$ cat config.mk
export PLATFORM = sky130hd
export DESIGN_NAME = ysyx_22041412_ifu
export DESIGN_NICKNAME = d
export VERILOG_FILES = /design/src/rtl/ysyx_22041412_ifu.sv
export SDC_FILE = /design/constraint.sdc
export NUM_CORES = 1
export LEC_CHECK = 0
export CAP_MARGIN = 20
export CELL_PAD_IN_SITES_DETAIL_PLACEMENT = 1
export CELL_PAD_IN_SITES_GLOBAL_PLACEMENT = 1
export CORE_MARGIN = 4
export CORE_UTILIZATION = 43
export CTS_CLUSTER_SIZE = 10
export DETAILED_ROUTE_END_ITERATION = 7
export GPL_TIMING_DRIVEN = 0
export PLACE_DENSITY = 0.82
export REMOVE_ABC_BUFFERS = 1
export SLEW_MARGIN = 10
export SYNTH_ARGS = -nofsm -noshare
export SYNTH_HDL_FRONTEND = slang
export SYNTH_SLANG_ARGS = --single-unit
$ cat constraint.sdc
create_clock -name clk -period 2.5 [get_ports clk]
set_input_delay 0.25 -clock clk [delete_from_list [all_inputs] [get_ports clk]]
set_output_delay 0.25 -clock clk [all_outputs]
set_load 0.005 [all_outputs]
$ cat src/rtl/ysyx_22041412_ifu.sv
// ysyx_22041412_ifu: instruction fetch unit.
// Keeps the fetch PC and issues word reads over an imem req/rsp handshake, with at
// most one request outstanding. Returned words are buffered with their PC in a small
// FIFO that feeds decode over valid/ready. A redirect flushes the FIFO, discards stale
// in-flight data and restarts fetch at the new PC.
// Optional feature: define YSYX_22041412_IFU_MISALIGN_EN to trap misaligned redirects
// (sticky misalign flag, fetch stops). Without it the low two redirect bits are ignored.
module ysyx_22041412_ifu #(
    parameter logic [63:0] RESET_PC   = 64'h8000_0000,
    parameter int unsigned FIFO_DEPTH = 2
) (
    input  logic        clk,
    input  logic        rst_n,
    output logic        imem_req_valid,
    input  logic        imem_req_ready,
    output logic [63:0] imem_req_addr,
    input  logic        imem_rsp_valid,
    input  logic [31:0] imem_rsp_data,
    output logic        instr_valid,
    input  logic        instr_ready,
    output logic [31:0] instr,
    output logic [63:0] instr_pc,
    input  logic        redirect_valid,
    input  logic [63:0] redirect_pc,
    input  logic        halt,
    output logic        misalign
);

    localparam int unsigned PW = (FIFO_DEPTH > 1) ? $clog2(FIFO_DEPTH) : 1;
    localparam int unsigned CW = $clog2(FIFO_DEPTH + 1);
    localparam logic [CW:0]  DEPTH_C = (CW + 1)'(FIFO_DEPTH);

    typedef enum logic [1:0] {
        IDLE,
        REQ,
        WAIT
    } state_e;

    state_e        state_q, state_d;
    logic [63:0]   fetch_pc_q, fetch_pc_d;
    logic          drop_q, drop_d;
    logic [63:0]   req_pc_q;

    logic [31:0]   instr_mem_q [FIFO_DEPTH];
    logic [63:0]   pc_mem_q    [FIFO_DEPTH];
    logic [PW-1:0] rd_ptr_q, wr_ptr_q;
    logic [CW-1:0] count_q;

    logic [63:0]   redir_pc;
    logic [CW:0]   occupancy;
    logic          space;
    logic          req_fire;
    logic          push;
    logic          pop;
    logic          head_valid;

`ifdef YSYX_22041412_IFU_MISALIGN_EN
    logic          misalign_q;
    logic          redir_bad;
`endif

    function automatic logic [PW-1:0] ptr_inc(input logic [PW-1:0] p);
        return (p == PW'(FIFO_DEPTH - 1)) ? '0 : p + PW'(1);
    endfunction

    // Handshake decode: FIFO space (counting the outstanding word), push and pop strobes
    always_comb begin
`ifdef YSYX_22041412_IFU_MISALIGN_EN
        redir_pc  = redirect_pc;
        redir_bad = redirect_valid && (redirect_pc[1:0] != 2'b00);
`else
        redir_pc  = redirect_pc & ~64'h3;
`endif
        head_valid = (count_q != '0);
        occupancy  = {1'b0, count_q} + {{CW{1'b0}}, (state_q == WAIT)};
        space      = (occupancy < DEPTH_C);
        req_fire   = (state_q == REQ) && imem_req_ready;
        // A response coinciding with a redirect belongs to the old stream.
        push       = (state_q == WAIT) && imem_rsp_valid && !drop_q && !redirect_valid;
        pop        = head_valid && instr_ready;
    end

    // FSM state register together with fetch PC and stale-response drop flag
    always_ff @(posedge clk or negedge rst_n) begin
        if (!rst_n) begin
            state_q    <= IDLE;
            fetch_pc_q <= RESET_PC;
            drop_q     <= 1'b0;
        end else begin
            state_q    <= state_d;
            fetch_pc_q <= fetch_pc_d;
            drop_q     <= drop_d;
        end
    end

    // FSM next state; redirect overrides all other events
    always_comb begin
        state_d    = state_q;
        fetch_pc_d = fetch_pc_q;
        drop_d     = drop_q;
        if (redirect_valid) begin
            fetch_pc_d = redir_pc;
            unique case (state_q)
                IDLE: begin
                    if (!halt) state_d = REQ;
                end
                REQ: begin
                    // Accepted request now fetches an old-stream word: mark it stale.
                    if (imem_req_ready) begin
                        state_d = WAIT;
                        drop_d  = 1'b1;
                    end
                end
                WAIT: begin
                    if (imem_rsp_valid) begin
                        state_d = halt ? IDLE : REQ;
                        drop_d  = 1'b0;
                    end else begin
                        drop_d  = 1'b1;
                    end
                end
                default: state_d = IDLE;
            endcase
        end else begin
            unique case (state_q)
                IDLE: begin
                    if (!halt && space) state_d = REQ;
                end
                REQ: begin
                    if (imem_req_ready) begin
                        state_d    = WAIT;
                        fetch_pc_d = fetch_pc_q + 64'd4;
                    end
                end
                WAIT: begin
                    if (imem_rsp_valid) begin
                        drop_d  = 1'b0;
                        state_d = (!halt && space) ? REQ : IDLE;
                    end
                end
                default: state_d = IDLE;
            endcase
        end
`ifdef YSYX_22041412_IFU_MISALIGN_EN
        // A misaligned target parks the unit; responses are ignored outside WAIT.
        if (misalign_q || redir_bad) begin
            state_d = IDLE;
            drop_d  = 1'b0;
        end
`endif
    end

    // FSM outputs: request toward imem and FIFO head toward decode
    always_comb begin
        imem_req_valid = (state_q == REQ);
        imem_req_addr  = fetch_pc_q;
        instr_valid    = head_valid;
        instr          = instr_mem_q[rd_ptr_q];
        instr_pc       = pc_mem_q[rd_ptr_q];
`ifdef YSYX_22041412_IFU_MISALIGN_EN
        misalign       = misalign_q;
`else
        misalign       = 1'b0;
`endif
    end

    // Remember the address of the accepted request so its word is tagged with it
    always_ff @(posedge clk or negedge rst_n) begin
        if (!rst_n) begin
            req_pc_q <= '0;
        end else if (req_fire) begin
            req_pc_q <= fetch_pc_q;
        end
    end

    // Instruction/PC FIFO; redirect empties it regardless of a same-cycle pop
    always_ff @(posedge clk or negedge rst_n) begin
        if (!rst_n) begin
            rd_ptr_q <= '0;
            wr_ptr_q <= '0;
            count_q  <= '0;
            for (int unsigned i = 0; i < FIFO_DEPTH; i++) begin
                instr_mem_q[i] <= '0;
                pc_mem_q[i]    <= '0;
            end
        end else if (redirect_valid) begin
            rd_ptr_q <= '0;
            wr_ptr_q <= '0;
            count_q  <= '0;
        end else begin
            if (push) begin
                instr_mem_q[wr_ptr_q] <= imem_rsp_data;
                pc_mem_q[wr_ptr_q]    <= req_pc_q;
                wr_ptr_q              <= ptr_inc(wr_ptr_q);
            end
            if (pop) begin
                rd_ptr_q <= ptr_inc(rd_ptr_q);
            end
            if (push && !pop) begin
                count_q <= count_q + CW'(1);
            end else if (!push && pop) begin
                count_q <= count_q - CW'(1);
            end
        end
    end

`ifdef YSYX_22041412_IFU_MISALIGN_EN
    // Sticky misaligned-redirect flag, cleared only by reset
    always_ff @(posedge clk or negedge rst_n) begin
        if (!rst_n) begin
            misalign_q <= 1'b0;
        end else if (redir_bad) begin
            misalign_q <= 1'b1;
        end
    end
`endif

endmodule
# == Yosys cells after proc, flatten, opt, wreduce, memory -nomap -nowiden ==
# Cells that the tools add are included.
# op_classes
n_addsub,6
n_mul,0
n_div,0
n_lt_le_gt_ge,4
eq_ne,6
shift,0
n_mux,40
bitwise_logic,3
reduce_logical,28
# op_table
op,n
64-bit two-way mux,7
128-bit bitwise mux,1
32-bit two-way mux,4
64-bit by 3-bit adder with 64-bit output (second input constant),1
64-bit bitwise mux,1
64-bit demux with 1-bit select,1
32-bit demux with 1-bit select,1
2-bit two-way mux,9
2-bit nonzero test,8
1-bit two-way mux,13
2-bit one-hot mux with 3 select lines,2
1-bit logical AND,9
3-bit != test (second input constant),3
1-bit zero test,5
2-bit >= comparator (second input constant),2
1-bit NOT with 2-bit output,2
2-bit AND reduction,2
4-bit AND reduction,1
2-bit by 1-bit adder with 3-bit output,1
3-bit by 2-bit < comparator with 1-bit output (second input constant),1
3-bit AND reduction,1
3-bit nonzero test,1
1-bit adder (second input constant),2
2-bit by 1-bit adder with 2-bit output (second input constant),1
8 further kinds,8
# totals
register_bits,327
latch_bits,0
ram_bits,0
mem_bits_ro,0
input_bits,103
out_inout_bits,163
elab_cells,98
mem_count,0

# == Depth between registers and ports, before layout ==
# Gate-level depths: netlist of the first run.
# logic_depth
depth_word,9
ltp_mapped,8
mapped_depth_nobuf,7

# == Worst setup path before layout of the first run ==
# No wires, ideal clock.
# synth_timing
kind,register -> register
startpoint,register state_q[1]
endpoint,"register fetch_pc_q[54], in the netlist imem_req_addr[54]"
setup_ns,0.069
t_arrival_ns,2.158
required_time_ns,2.431
path_slack_ns,0.272
path_stages_with_launch,8
path_buffers,0
period_less_slack_ns,2.228
path_cell_list,dfrtp_1 > inv_1 > ha_1 > nand3_1 > nor4_2 > nand4_2 > or4_1 > nand3_1
# synth_via
elab_chain_len,3
# synth_lines
item,line,rtl
start: declaration,39,"state_e state_q, state_d;"
start signal: assignment,90,state_q <= state_d;
2-bit by 1-bit == test with 1-bit output,-,
via imem_req_valid,14,"output logic imem_req_valid,"
2-bit nonzero test (no source line),-,
2-bit AND reduction (no source line),-,
end signal: assignment,91,fetch_pc_q <= fetch_pc_d;
end: declaration,40,"logic [63:0] fetch_pc_q, fetch_pc_d;"
# The timed path passes the listed nets, and every way through them passes these cells.
# A chain may end at the register's enable or synchronous reset.

# == Worst setup path in the final report of the first run ==
# layout_timing
startpoint,register state_q[0]
endpoint,register instr_mem_q[3] in the netlist's numbering
# layout_via
elab_chain_len,5
# layout_lines
item,line,rtl
2-bit == test,79,push = (state_q == WAIT) && imem_rsp_valid && !drop_q && !redirect_valid;
1-bit logical AND (3 in series),79,
2-bit AND reduction (no source line),-,
end signal: indexed assignment,192,instr_mem_q[wr_ptr_q] <= imem_rsp_data;
end: declaration,44,logic [31:0] instr_mem_q [FIFO_DEPTH];
# Every way passes these cells.

==> impl_metrics.env, run 1 <==
export IMPL_outcome="finished, final reports clean"
export IMPL_grt_setup_unrepaired="yes"
export IMPL_worst_skew_pair_late_latency_ps=510
export IMPL_final_number_of_setup_violating_endpoints=0
export IMPL_critical_path_arrival_ps=2830
export IMPL_power_report_internal_total_uw=11600
export IMPL_finish_instance_area_um2=19400
export IMPL_post_synth_top_count_cell="sky130_fd_sc_hd__mux2_2"
export IMPL_worstHoldEndpoint="imem_req_addr[31]"
export IMPL_post_synth_num_cell_types=57
export IMPL_placement_cell_area_um2=18000
export IMPL_source_of_the_worst_hold_timing_path="redirect_pc[31]"
export IMPL_final_period_utilization_pct=97.8
export IMPL_die_height_um=193
export IMPL_crit_path_cell_trace="inv_1 -> ha_2 -> nand2_1 -> nor2_1 -> nand3_4 -> buf_16 -> mux2_2"
export IMPL_first_global_vias=11600
export IMPL_total_power_per_unit_cell_area_nw_per_um2=815
export IMPL_cts_made_buffers=39
export IMPL_crit_path_top_delay_cell="sky130_fd_sc_hd__nor2_1"
export IMPL_clock_tree_htree_level_count=2
export IMPL_pin_slew_with_the_least_headroom_to_its_limit_ps=729
export IMPL_clock_fmax_ghz=0.409
export IMPL_startpoint_type="flip-flop"
export IMPL_worstHoldPathCells=3
export IMPL_drtIter0Drc=400
export IMPL_pin_count_of_the_biggest_net_entering_global_routing=105
export IMPL_tritoncts="built"
export IMPL_grt_usage_pct=22.4
export IMPL_rows=67
export IMPL_remaining_drc_errors=0
export IMPL_grt_first_pass_wirelength_um=65800
export IMPL_worst_clock_skew_on_the_final_layout_ps=10.1
export IMPL_syn_inst_count=1157
export IMPL_ir_worst_vdd_mv=0.476
export IMPL_timing_rr_end="instr_mem_q[3]"
export IMPL_drt_antenna_violating_nets=0
export IMPL_layout_cells_sized_above_1_pct=32.5
export IMPL_port_buf_inserts=258
export IMPL_detail_route_first_pass_iterations=4
export IMPL_cts_root_buf="sky130_fd_sc_hd__clkbuf_16"
export IMPL_yosys_most_used_dff="sky130_fd_sc_hd__dfrtp_1"
export IMPL_max_slew_margin_rel_pct=51.4
export IMPL_synth_top_cell_area_share_pct=54.0
export IMPL_worst_endpoint_required_ps=2880
export IMPL_post_synth_cell_area_avg_um2=12.7
export IMPL_final_max_slew_violation_count=0
export IMPL_p_sw_share_pct=26.9
export IMPL_nets=1551
export IMPL_place_congestion=0.761
export IMPL_yosys_warnings=0
export IMPL_vias_per_cell=5.48
export IMPL_pwr_share_clk_pct=31.5
export IMPL_floorplan_io_pins=266
export IMPL_final_global_route_overflow_total=0
export IMPL_routed_wirelength_normalized_by_instance_count_um=22.2
export IMPL_power_uw=15800
export IMPL_max_cap_viol=0
export IMPL_core_um2=33700
export IMPL_netlist_area_um2=14700
export IMPL_reg2reg_from="state_q[0]"
export IMPL_setup_total_negative_slack_ps=0
export IMPL_ys_seq_elements=319
export IMPL_total_leakage_power_uw=0.00873
export IMPL_power_switching_uw=4260
export IMPL_synth_top_cell_by_area="sky130_fd_sc_hd__dfrtp_1"
export IMPL_class_of_the_worst_hold_path="in2reg"
export IMPL_power_share_combinational_pct=23.9
export IMPL_synth_area_leaders="sky130_fd_sc_hd__dfrtp_1 (54%), sky130_fd_sc_hd__mux2_2 (26%), sky130_fd_sc_hd__nand2_1 (2.2%), sky130_fd_sc_hd__o21ai_0 (1.3%), sky130_fd_sc_hd__nand4_1 (1.3%)"
export IMPL_share_seq_of_total_power_pct=44.6
export IMPL_flow_area_growth_from_synthesis_pct=31.9
export IMPL_ys_async_sr_fraction_pct=100
export IMPL_worst_path_fanout_max=41
export IMPL_routed_wl_um=42300
export IMPL_endpoint_kind="flip-flop"
export IMPL_r2r_cells=7
export IMPL_cts_sinks=319
export IMPL_worst_case_register_to_register_setup_slack_ps=60
export IMPL_floorplan_die_area_um2=37300
export IMPL_floorplan_initialDensity_pct=43.7
export IMPL_finalHoldViolations=0
export IMPL_die_w_um=193
export IMPL_critical_path_max_stage_delay_ps=450
export IMPL_synth_seq_area_share_pct=54.2
export IMPL_initial_antenna_violation_count=5
export IMPL_final_period_minus_worst_setup_slack_ps=2440
export IMPL_detailroute_via_count=10500
export IMPL_timing_setup_critical_path_class="reg2reg"
export IMPL_synth_edff_count=0
export IMPL_cts_max_path_buffers=3
export IMPL_worst_setup_hold_path_clk_slew_ps=50
export IMPL_place_hpwl_um=29000
export IMPL_layout_cells_non_filler=1909
export IMPL_synth_top_cells_by_count="sky130_fd_sc_hd__mux2_2 (339), sky130_fd_sc_hd__dfrtp_1 (318), sky130_fd_sc_hd__nand2_1 (88), sky130_fd_sc_hd__o21ai_0 (39), sky130_fd_sc_hd__clkbuf_1 (38)"
export IMPL_post_place_cells=1827
-- per-stage QoR --
| stage | hold WS (ps) | utilization [%] | worst slack, ps |
|---|---|---|---|
| after floorplan | -45.6 | - | -8270 |
| after global placement | 479 | 52.2 | -19840 |
| after detailed placement | 247 | 53.4 | -681 |
| after CTS | 262 | 57.3 | 4.93 |
| after global routing | 290 | 57.6 | -25.1 |
| final | 285 | 57.6 | 55.3 |
-- placed cells by master (no fill, tap or decap), drive strengths merged, types with 26 or more instances in the layout --
cell type      Yosys  routed
buf               29      51
clkbuf            38      53
clkdlybuf4s50      0     254
dfrtp            318     318
mux2             339     339
nand2             88      88
nand3             33      33
nand4             33      33
nor2              26      26
o21ai             48      48
-- registers in the layout, indices dropped and copies added, names as in the netlist --
signal	count
state_q	2
imem_req_addr	62
pc_mem_q	124
wr_ptr_q	1
rd_ptr_q	1
req_pc_q	62
count_q	2
drop_q	1
instr_mem_q	64
-- power groups by stage --
stage	clock network, uW	logic, uW	registers (uW)
after floorplan	0	1940	6830
after global placement	0	3660	7040
after detailed placement	0	3750	7130
after CTS	5110	3820	7060
after global routing	5370	4150	7220
final	4980	3790	7060
-- critical path, delay by kind of cell, from the launching register on --
family | cells | cell delay, ps
AND/OR/NAND/NOR | 3 | 900
buffers and inverters | 2 | 400
adder cells (fa/ha/maj) | 1 | 220
multiplexers | 1 | 320
flip-flops | 1 | 410
-- worst max path at each step --
stage	startpoint	to	slack, ps	cells after the start
after CTS	imem_req_addr[2]	imem_req_addr[62]	5	7
after floorplan	state_q[0]	instr_mem_q[32]	-8270	5
after detailed placement	imem_req_ready	imem_req_addr[54]	-680	6
final	state_q[0]	instr_mem_q[3]	60	7
after global placement	redirect_valid	instr_mem_q[44]	-19840	3
after global routing	imem_req_addr[6]	imem_req_addr[44]	-30	6
-- kinds of logic (layout without fill, tap and decap cells) --
family                   Yosys count  in the layout  share of synthesized area, %
multiplexers                     343            343                          26.2
flip-flops                       319            319                          54.2
AND/OR/NAND/NOR                  283            283                          10.8
AO/OA/AOI/OAI                     88             88                          3.76
buffers and inverters             78            377                          2.23
XOR/XNOR                          40             40                          2.38
adder cells (fa/ha/maj)            5              5                         0.425
other                              1              6                        0.0255
-- metal layers --
| layer | vias to the layer above | wire (um) | global-route usage [%] |
|---|---|---|---|
| met2 | 220 | 21500 | 39.6 |
| li1 | 4739 | - | - |
| met4 | 8 | 724 | 4.30 |
| met5 | - | 42 | 0 |
| met1 | 5435 | 17500 | 28.3 |
| met3 | 57 | 2520 | 5.53 |
-- final cells by class --
| class | count | area (um2) |
|---|---|---|
| Fill cell | 3310 | 14300 |
| Sequential cell | 319 | 7990 |
| Multi-Input combinational cell | 764 | 6560 |
| Timing Repair Buffer | 308 | 3180 |
| Clock buffer | 53 | 1030 |
| Tap cell | 448 | 561 |
| Clock inverter | 5 | 53.8 |
| Inverter | 11 | 45.0 |
| Antenna cell | 1 | 2.50 |
-- timing repair --
| action | in CTS | in global routing |
|---|---|---|
| setup buffers | 14 | 9 |
| hold endpoints to repair | 66 | 0 |
| cloned | 1 | 0 |
| hold buffers | 1 | 0 |
| pin swaps | 6 | 3 |
| setup endpoints to repair | 141 | 137 |
| resized for setup | 13 | 13 |
(Power assumes the default switching activity.)
==> run 2: changes to the inputs <==
- CORE_UTILIZATION: 43 -> 40
- PLACE_DENSITY: 0.82 -> 0.77
==> run 2 against run 1 <==
  * Final area about the same
  * Core utilization fell by 4.4 points
  * Largest cell class unchanged
  * Clock-buffer cell count decreased by 1
  * Largest power group unchanged
==> impl_metrics.env, run 2 (synthesis gave the netlist of run 1 again) <==
export IMPL_finish_instance_area_um2=19400
export IMPL_remaining_drc_errors=0
export IMPL_cts_made_buffers=39
export IMPL_routed_wirelength_normalized_by_instance_count_um=22.1
export IMPL_grt_first_pass_wirelength_um=66000
export IMPL_placement_cell_area_um2=18000
export IMPL_share_seq_of_total_power_pct=44.6
export IMPL_initial_antenna_violation_count=4
export IMPL_max_cap_viol=0
export IMPL_floorplan_io_pins=266
export IMPL_cts_max_path_buffers=3
export IMPL_total_leakage_power_uw=0.00867
export IMPL_fin_ws_ps=67.5
export IMPL_gr_usage_met2_pct=36.0
export IMPL_clock_fmax_ghz=0.411
export IMPL_worst_path_fanout_max=47
export IMPL_detailroute_via_count=10400
export IMPL_cts_sinks=319
export IMPL_global_route_usage_met3_pct=4.87
export IMPL_worst_endpoint_required_ps=2250
export IMPL_layout_cells_sized_above_1_pct=32.5
export IMPL_power_uw=15800
export IMPL_vias_per_cell=5.40
export IMPL_worst_case_register_to_register_setup_slack_ps=100
export IMPL_routed_wl_um=42400
export IMPL_critical_path_cell_count=3
export IMPL_critical_path_arrival_ps=2180
export IMPL_pin_slew_with_the_least_headroom_to_its_limit_ps=689
export IMPL_source_of_the_worst_hold_timing_path="redirect_pc[31]"
export IMPL_floorplan_initialDensity_pct=40.4
export IMPL_first_global_vias=11400
export IMPL_worst_clock_skew_on_the_final_layout_ps=15.9
export IMPL_core_um2=36400
export IMPL_clock_tree_htree_level_count=2
export IMPL_gr_usage_met1_pct=27.0
export IMPL_outcome="finished, final reports clean"
export IMPL_max_slew_margin_rel_pct=54.1
export IMPL_port_buf_inserts=258
export IMPL_grt_usage_pct=21.0
export IMPL_postLayoutCoreUtil_pct=53.3
export IMPL_pwr_share_clk_pct=31.6
export IMPL_ir_worst_vdd_mv=0.573
export IMPL_tritoncts="built"
export IMPL_number_of_flip_flops_under_the_largest_register_name=124
export IMPL_worstHoldPathCells=3
export IMPL_worst_skew_pair_late_latency_ps=540
export IMPL_drtIter0Drc=351
export IMPL_final_number_of_setup_violating_endpoints=0
export IMPL_rows=70
export IMPL_final_global_route_overflow_total=0
export IMPL_timing_rr_end="instr_mem_q[44]"
export IMPL_critical_path_max_stage_delay_ps=480
export IMPL_grt_busiest_layer="met2"
export IMPL_power_switching_uw=4290
export IMPL_top_regs="pc_mem_q x124, instr_mem_q x64"
export IMPL_worst_setup_hold_path_clk_slew_ps=60
export IMPL_place_congestion=0.746
export IMPL_total_power_per_unit_cell_area_nw_per_um2=814
export IMPL_flow_area_growth_from_synthesis_pct=31.8
export IMPL_final_period_utilization_pct=97.3
export IMPL_floorplan_die_area_um2=40000
export IMPL_timing_setup_critical_path_class="reg2out"
export IMPL_die_height_um=200
export IMPL_drt_antenna_violating_nets=0
export IMPL_cts_root_buf="sky130_fd_sc_hd__clkbuf_16"
export IMPL_worstHoldEndpoint="imem_req_addr[31]"
export IMPL_place_ws_ps=-1010
export IMPL_power_report_internal_total_uw=11500
export IMPL_most_common_layout_cells="sky130_fd_sc_hd__mux2_2 (339), sky130_fd_sc_hd__dfrtp_1 (315), sky130_fd_sc_hd__clkdlybuf4s50_1 (256), sky130_fd_sc_hd__nand2_1 (86)"
export IMPL_r2r_cells=10
export IMPL_critPathBufInv=2
export IMPL_place_hpwl_um=28500
export IMPL_largest_register="pc_mem_q"
export IMPL_endpoint_kind="output port"
export IMPL_die_w_um=200
export IMPL_startpoint_type="flip-flop"
export IMPL_class_of_the_worst_hold_path="in2reg"
export IMPL_pin_count_of_the_biggest_net_entering_global_routing=100
export IMPL_final_max_slew_violation_count=0
export IMPL_timing_critical_path_max_delay_family="buffers and inverters"
export IMPL_final_period_minus_worst_setup_slack_ps=2430
export IMPL_detail_route_first_pass_iterations=4
export IMPL_setup_total_negative_slack_ps=0
export IMPL_reg2reg_from="state_q[0]"
export IMPL_p_sw_share_pct=27.1
export IMPL_crit_path_top_delay_cell="sky130_fd_sc_hd__clkdlybuf4s50_1"
export IMPL_mostFrequentLayoutCell="sky130_fd_sc_hd__mux2_2"
export IMPL_power_share_combinational_pct=23.8
export IMPL_nets=1544
export IMPL_crit_path_cell_trace="buf_16 -> mux2_2 -> clkdlybuf4s50_1"
export IMPL_finalHoldViolations=0
run 2: cell count changes in the layout (fill, tap and decap cells not counted), sizes merged:
cell and delta:
dlymetal6s2s -2, clkdlybuf4s50 +2, diode +1, buf -9, bufinv -1, clkinvlp -1, nand3 +1
run 2: stage by stage:
stage | std cells | hold WS [ps]
finish | 1920 | 237
global route | 1919 | 258
CTS | 1913 | 201
detailed placement | 1845 | 222
global placement | 1820 | 479
floorplan | 1094 | -45.6
run 2: area by class of cell:
type / instances / area, um2
clock inverter: 3 / 18.8
sequential: 319 / 7990
tap: 468 / 586
multi-input combinational: 765 / 6590
fill: 3699 / 17000
antenna: 2 / 5.00
timing repair buffer: 300 / 3120
clock buffer: 52 / 1050
inverter: 11 / 42.5
run 2: tightest hold or removal path, cell delays in order:
cell and delay [ps]:
sky130_fd_sc_hd__clkdlybuf4s50_1 400, sky130_fd_sc_hd__nand2_1 70, sky130_fd_sc_hd__o21ai_1 60
run 2: worst max path at each step:
stage	end	slack, ps	startpoint
floorplan	instr_mem_q[32]	-8270	state_q[0]
finish	instr_pc[33]	70	rd_ptr_q
global placement	instr_mem_q[39]	-20230	redirect_valid
global route	instr_mem_q[44]	-9	state_q[0]
CTS	instr_mem_q[44]	3	state_q[0]
detailed placement	instr_mem_q[44]	-1010	redirect_valid
run 2: routing by layer:
layer | part of all wire [%] | wire (um)
met5 | 0.082 | 35
met1 | 42 | 18000
met4 | 1.9 | 811
met3 | 5.4 | 2310
met2 | 50 | 21300
run 2: repair_timing:
item                                   in CTS  in global routing
setup endpoints to repair                 266                 47
cloned                                      1                  0
resized for setup                          19                 10
pin swaps                                   7                  3
hold buffers                                1                  0
setup buffers                              13                  6
endpoints found under the hold margin      54                  0
run 2: power by group through the flow:
stage	Clock (uW)	Combinational [uW]	Sequential [uW]
floorplan	0	1940	6830
global placement	0	3680	7040
detailed placement	0	3740	7130
CTS	5180	3810	7050
global route	5390	4120	7200
finish	4990	3770	7050
==> run 3: changes to the inputs <==
- ABC_AREA: not set -> 1
- CORE_UTILIZATION: 40 -> 39
- PLACE_DENSITY: 0.77 -> 0.82
==> run 3 against run 2 <==
  * Sequential power up 3.8%
  * Final area is 5.3% higher
  * Synthesized area grew 5.3%
  * Total power grew 16%
  * Flip-flop and latch count did not move
  * Core utilization shrank 0.89 points
  * Clock skew rose by 0.53 ps
  * Maximum frequency fell by 0.72%
  * Clock-buffer cell count grew 1
  * Non-clock buffer count fell by 3
  * Via count grew 42%
  * Combinational power rose by 55%
  * Largest cell class unchanged
  * Highest routed layer is now met4
==> impl_metrics.env, run 3 <==
export IMPL_outcome="finished, final reports clean"
export IMPL_synth_seq_area_share_pct=51.5
export IMPL_largest_register="pc_mem_q"
export IMPL_synth_edff_count=0
export IMPL_synth_top_cell_by_area="sky130_fd_sc_hd__dfrtp_1"
export IMPL_cts_sinks=319
export IMPL_grt_first_pass_wirelength_um=89800
export IMPL_grt_usage_pct=26.3
export IMPL_floorplan_initialDensity_pct=39.8
export IMPL_synth_top_cells_by_count="sky130_fd_sc_hd__nand2_1 (833), sky130_fd_sc_hd__dfrtp_1 (318), sky130_fd_sc_hd__o21ai_0 (307), sky130_fd_sc_hd__inv_1 (226), sky130_fd_sc_hd__nor2_1 (117)"
export IMPL_finish_instance_area_um2=20400
export IMPL_cts_root_buf="sky130_fd_sc_hd__clkbuf_16"
export IMPL_clock_tree_htree_level_count=2
export IMPL_die_height_um=207
export IMPL_vias_per_cell=5.12
export IMPL_nets=2440
export IMPL_worst_skew_pair_late_latency_ps=560
export IMPL_critical_path_arrival_ps=2200
export IMPL_total_leakage_power_uw=0.00982
export IMPL_total_power_per_unit_cell_area_nw_per_um2=901
export IMPL_rows=72
export IMPL_yosys_most_used_dff="sky130_fd_sc_hd__dfrtp_1"
export IMPL_detail_route_wirelength_met1_um=26100
export IMPL_post_synth_cell_area_avg_um2=7.44
export IMPL_pin_slew_with_the_least_headroom_to_its_limit_ps=694
export IMPL_routed_wl_um=59700
export IMPL_topRoutingLayerUsed="met4"
export IMPL_cts_made_buffers=39
export IMPL_worst_clock_skew_on_the_final_layout_ps=16.4
export IMPL_final_global_route_overflow_total=0
export IMPL_final_max_slew_violation_count=0
export IMPL_number_of_flip_flops_under_the_largest_register_name=124
export IMPL_drtIter0Drc=953
export IMPL_post_synth_num_cell_types=34
export IMPL_routed_wirelength_normalized_by_instance_count_um=20.8
export IMPL_post_synth_top_count_cell="sky130_fd_sc_hd__nand2_1"
export IMPL_placement_cell_area_um2=18700
export IMPL_place_congestion=0.857
export IMPL_timing_setup_critical_path_class="reg2out"
export IMPL_synth_top_cell_area_share_pct=51.3
export IMPL_finalHoldViolations=0
export IMPL_yosys_warnings=0
export IMPL_mostFrequentLayoutCell="sky130_fd_sc_hd__nand2_1"
export IMPL_ys_seq_elements=319
export IMPL_ys_async_sr_fraction_pct=100
export IMPL_met2_length_um=29000
export IMPL_endpoint_kind="output port"
export IMPL_worst_path_fanout_max=8
export IMPL_drt_antenna_violating_nets=0
export IMPL_die_w_um=207
export IMPL_worst_setup_hold_path_clk_slew_ps=60
export IMPL_initial_antenna_violation_count=4
export IMPL_clock_fmax_ghz=0.408
export IMPL_startpoint_type="flip-flop"
export IMPL_core_um2=39000
export IMPL_detailroute_via_count=14700
export IMPL_flow_area_growth_from_synthesis_pct=31.8
export IMPL_max_cap_viol=0
export IMPL_tritoncts="built"
export IMPL_worst_endpoint_required_ps=2250
export IMPL_floorplan_io_pins=266
export IMPL_remaining_drc_errors=0
export IMPL_netlist_area_um2=15500
export IMPL_final_period_utilization_pct=98.0
export IMPL_layout_cells_sized_above_1_pct=5.45
export IMPL_max_slew_margin_rel_pct=53.7
export IMPL_pin_count_of_the_biggest_net_entering_global_routing=113
export IMPL_ir_worst_vdd_mv=0.471
export IMPL_first_global_vias=15600
export IMPL_final_number_of_setup_violating_endpoints=0
export IMPL_floorplan_die_area_um2=43000
export IMPL_most_common_layout_cells="sky130_fd_sc_hd__nand2_1 (832), sky130_fd_sc_hd__dfrtp_1 (317), sky130_fd_sc_hd__o21ai_0 (307), sky130_fd_sc_hd__clkdlybuf4s50_1 (244), sky130_fd_sc_hd__inv_1 (226)"
export IMPL_cts_max_path_buffers=3
export IMPL_detail_route_first_pass_iterations=5
export IMPL_place_hpwl_um=37200
export IMPL_syn_inst_count=2083
export IMPL_setup_total_negative_slack_ps=0
export IMPL_top_regs="pc_mem_q x124, instr_mem_q x64"
export IMPL_class_of_the_worst_hold_path="in2async"
export IMPL_port_buf_inserts=258
export IMPL_synth_area_leaders="sky130_fd_sc_hd__dfrtp_1 (51%), sky130_fd_sc_hd__nand2_1 (20%), sky130_fd_sc_hd__o21ai_0 (9.9%), sky130_fd_sc_hd__inv_1 (5.5%), sky130_fd_sc_hd__nor2_1 (2.8%)"
export IMPL_final_period_minus_worst_setup_slack_ps=2450
export IMPL_grt_setup_unrepaired="yes"
export IMPL_route_met3_wl_um=3080
[run 3: where the power goes]
group          switching (uW)  internal [uW]
Clock                    2200           3040
Sequential                985           6330
Combinational            3230           2630
[run 3: critical path: stages, from the launching register on]
cell and delay, ps:
sky130_fd_sc_hd__dfrtp_4 520, sky130_fd_sc_hd__buf_16 170, sky130_fd_sc_hd__clkinv_16 100, sky130_fd_sc_hd__buf_16 150
sky130_fd_sc_hd__nand2_1 70, sky130_fd_sc_hd__nand2_1 100, sky130_fd_sc_hd__clkdlybuf4s50_1 520
[run 3: routing by layer]
| metal | vias to the layer above | GRT usage (%) |
|---|---|---|
| met5 | - | 0 |
| met4 | 0 | 7.82 |
| met3 | 83 | 5.17 |
| met2 | 363 | 43.9 |
| met1 | 7253 | 34.9 |
| li1 | 6977 | - |
[run 3: path summary, 6_finish.rpt]
kind / slack, ps / depth (start not counted) / startpoint / end
max: 50 / 6 / rd_ptr_q / instr_pc[9]
min in group clk: 190 / 3 / redirect_valid / imem_req_addr[28]
min: 190 / 2 / rst_n / pc_mem_q[108]
min reg2reg: 480 / 2 / instr_mem_q[41] / instr_mem_q[41]
max in group asynchronous: 1100 / 4 / rst_n / req_pc_q[18]
max reg2reg: 130 / 9 / state_q[1] / imem_req_addr[21]
[run 3: what timing repair did]
item                       in CTS  in global routing
hold buffers                    1                  0
pin swaps                       2                  3
buffers inserted               12                  0
hold endpoints to repair       43                  0
gates cloned                   10                  8
resized for setup              24                  8
setup endpoints to repair     155                146
[run 3: kinds of logic (layout without fill, tap and decap cells)]
logic type / after synthesis / in the layout / synth area share, %
flops: 319 / 319 / 51.5
buf+inv: 331 / 588 / 8.34
simple gates: 1050 / 1053 / 26.7
fa+ha+maj: 5 / 5 / 0.403
compound gates: 361 / 361 / 12.2
xor+xnor: 16 / 16 / 0.904
other cells: 1 / 9 / 0.0242
[run 3: cell type report]
| cell class | count | area [um2] |
|---|---|---|
| repair buffers | 297 | 3400 |
| fillers | 4851 | 18600 |
| multi-input cells | 1440 | 6320 |
| well taps | 518 | 648 |
| repair inverters | 1 | 16.3 |
| clock buffers | 53 | 1100 |
| flip-flops and latches | 319 | 7990 |
| clock inverters | 3 | 30.0 |
| diodes | 4 | 10.0 |
| inverters | 234 | 922 |
[run 3: metrics by stage]
step                power (uW)  hold slack (ps)  setup slack (ps)  cells  util (%)
floorplan                 9430            -45.6             -1930   1990         -
global placement         12100              465            -12850   2766      47.0
detailed placement       12500              184             -1510   2778      47.9
CTS                      18300              168              1.99   2857      51.9
global route             19500              213             -21.1   2869      52.4
finish                   18400              191              49.7   2869      52.4
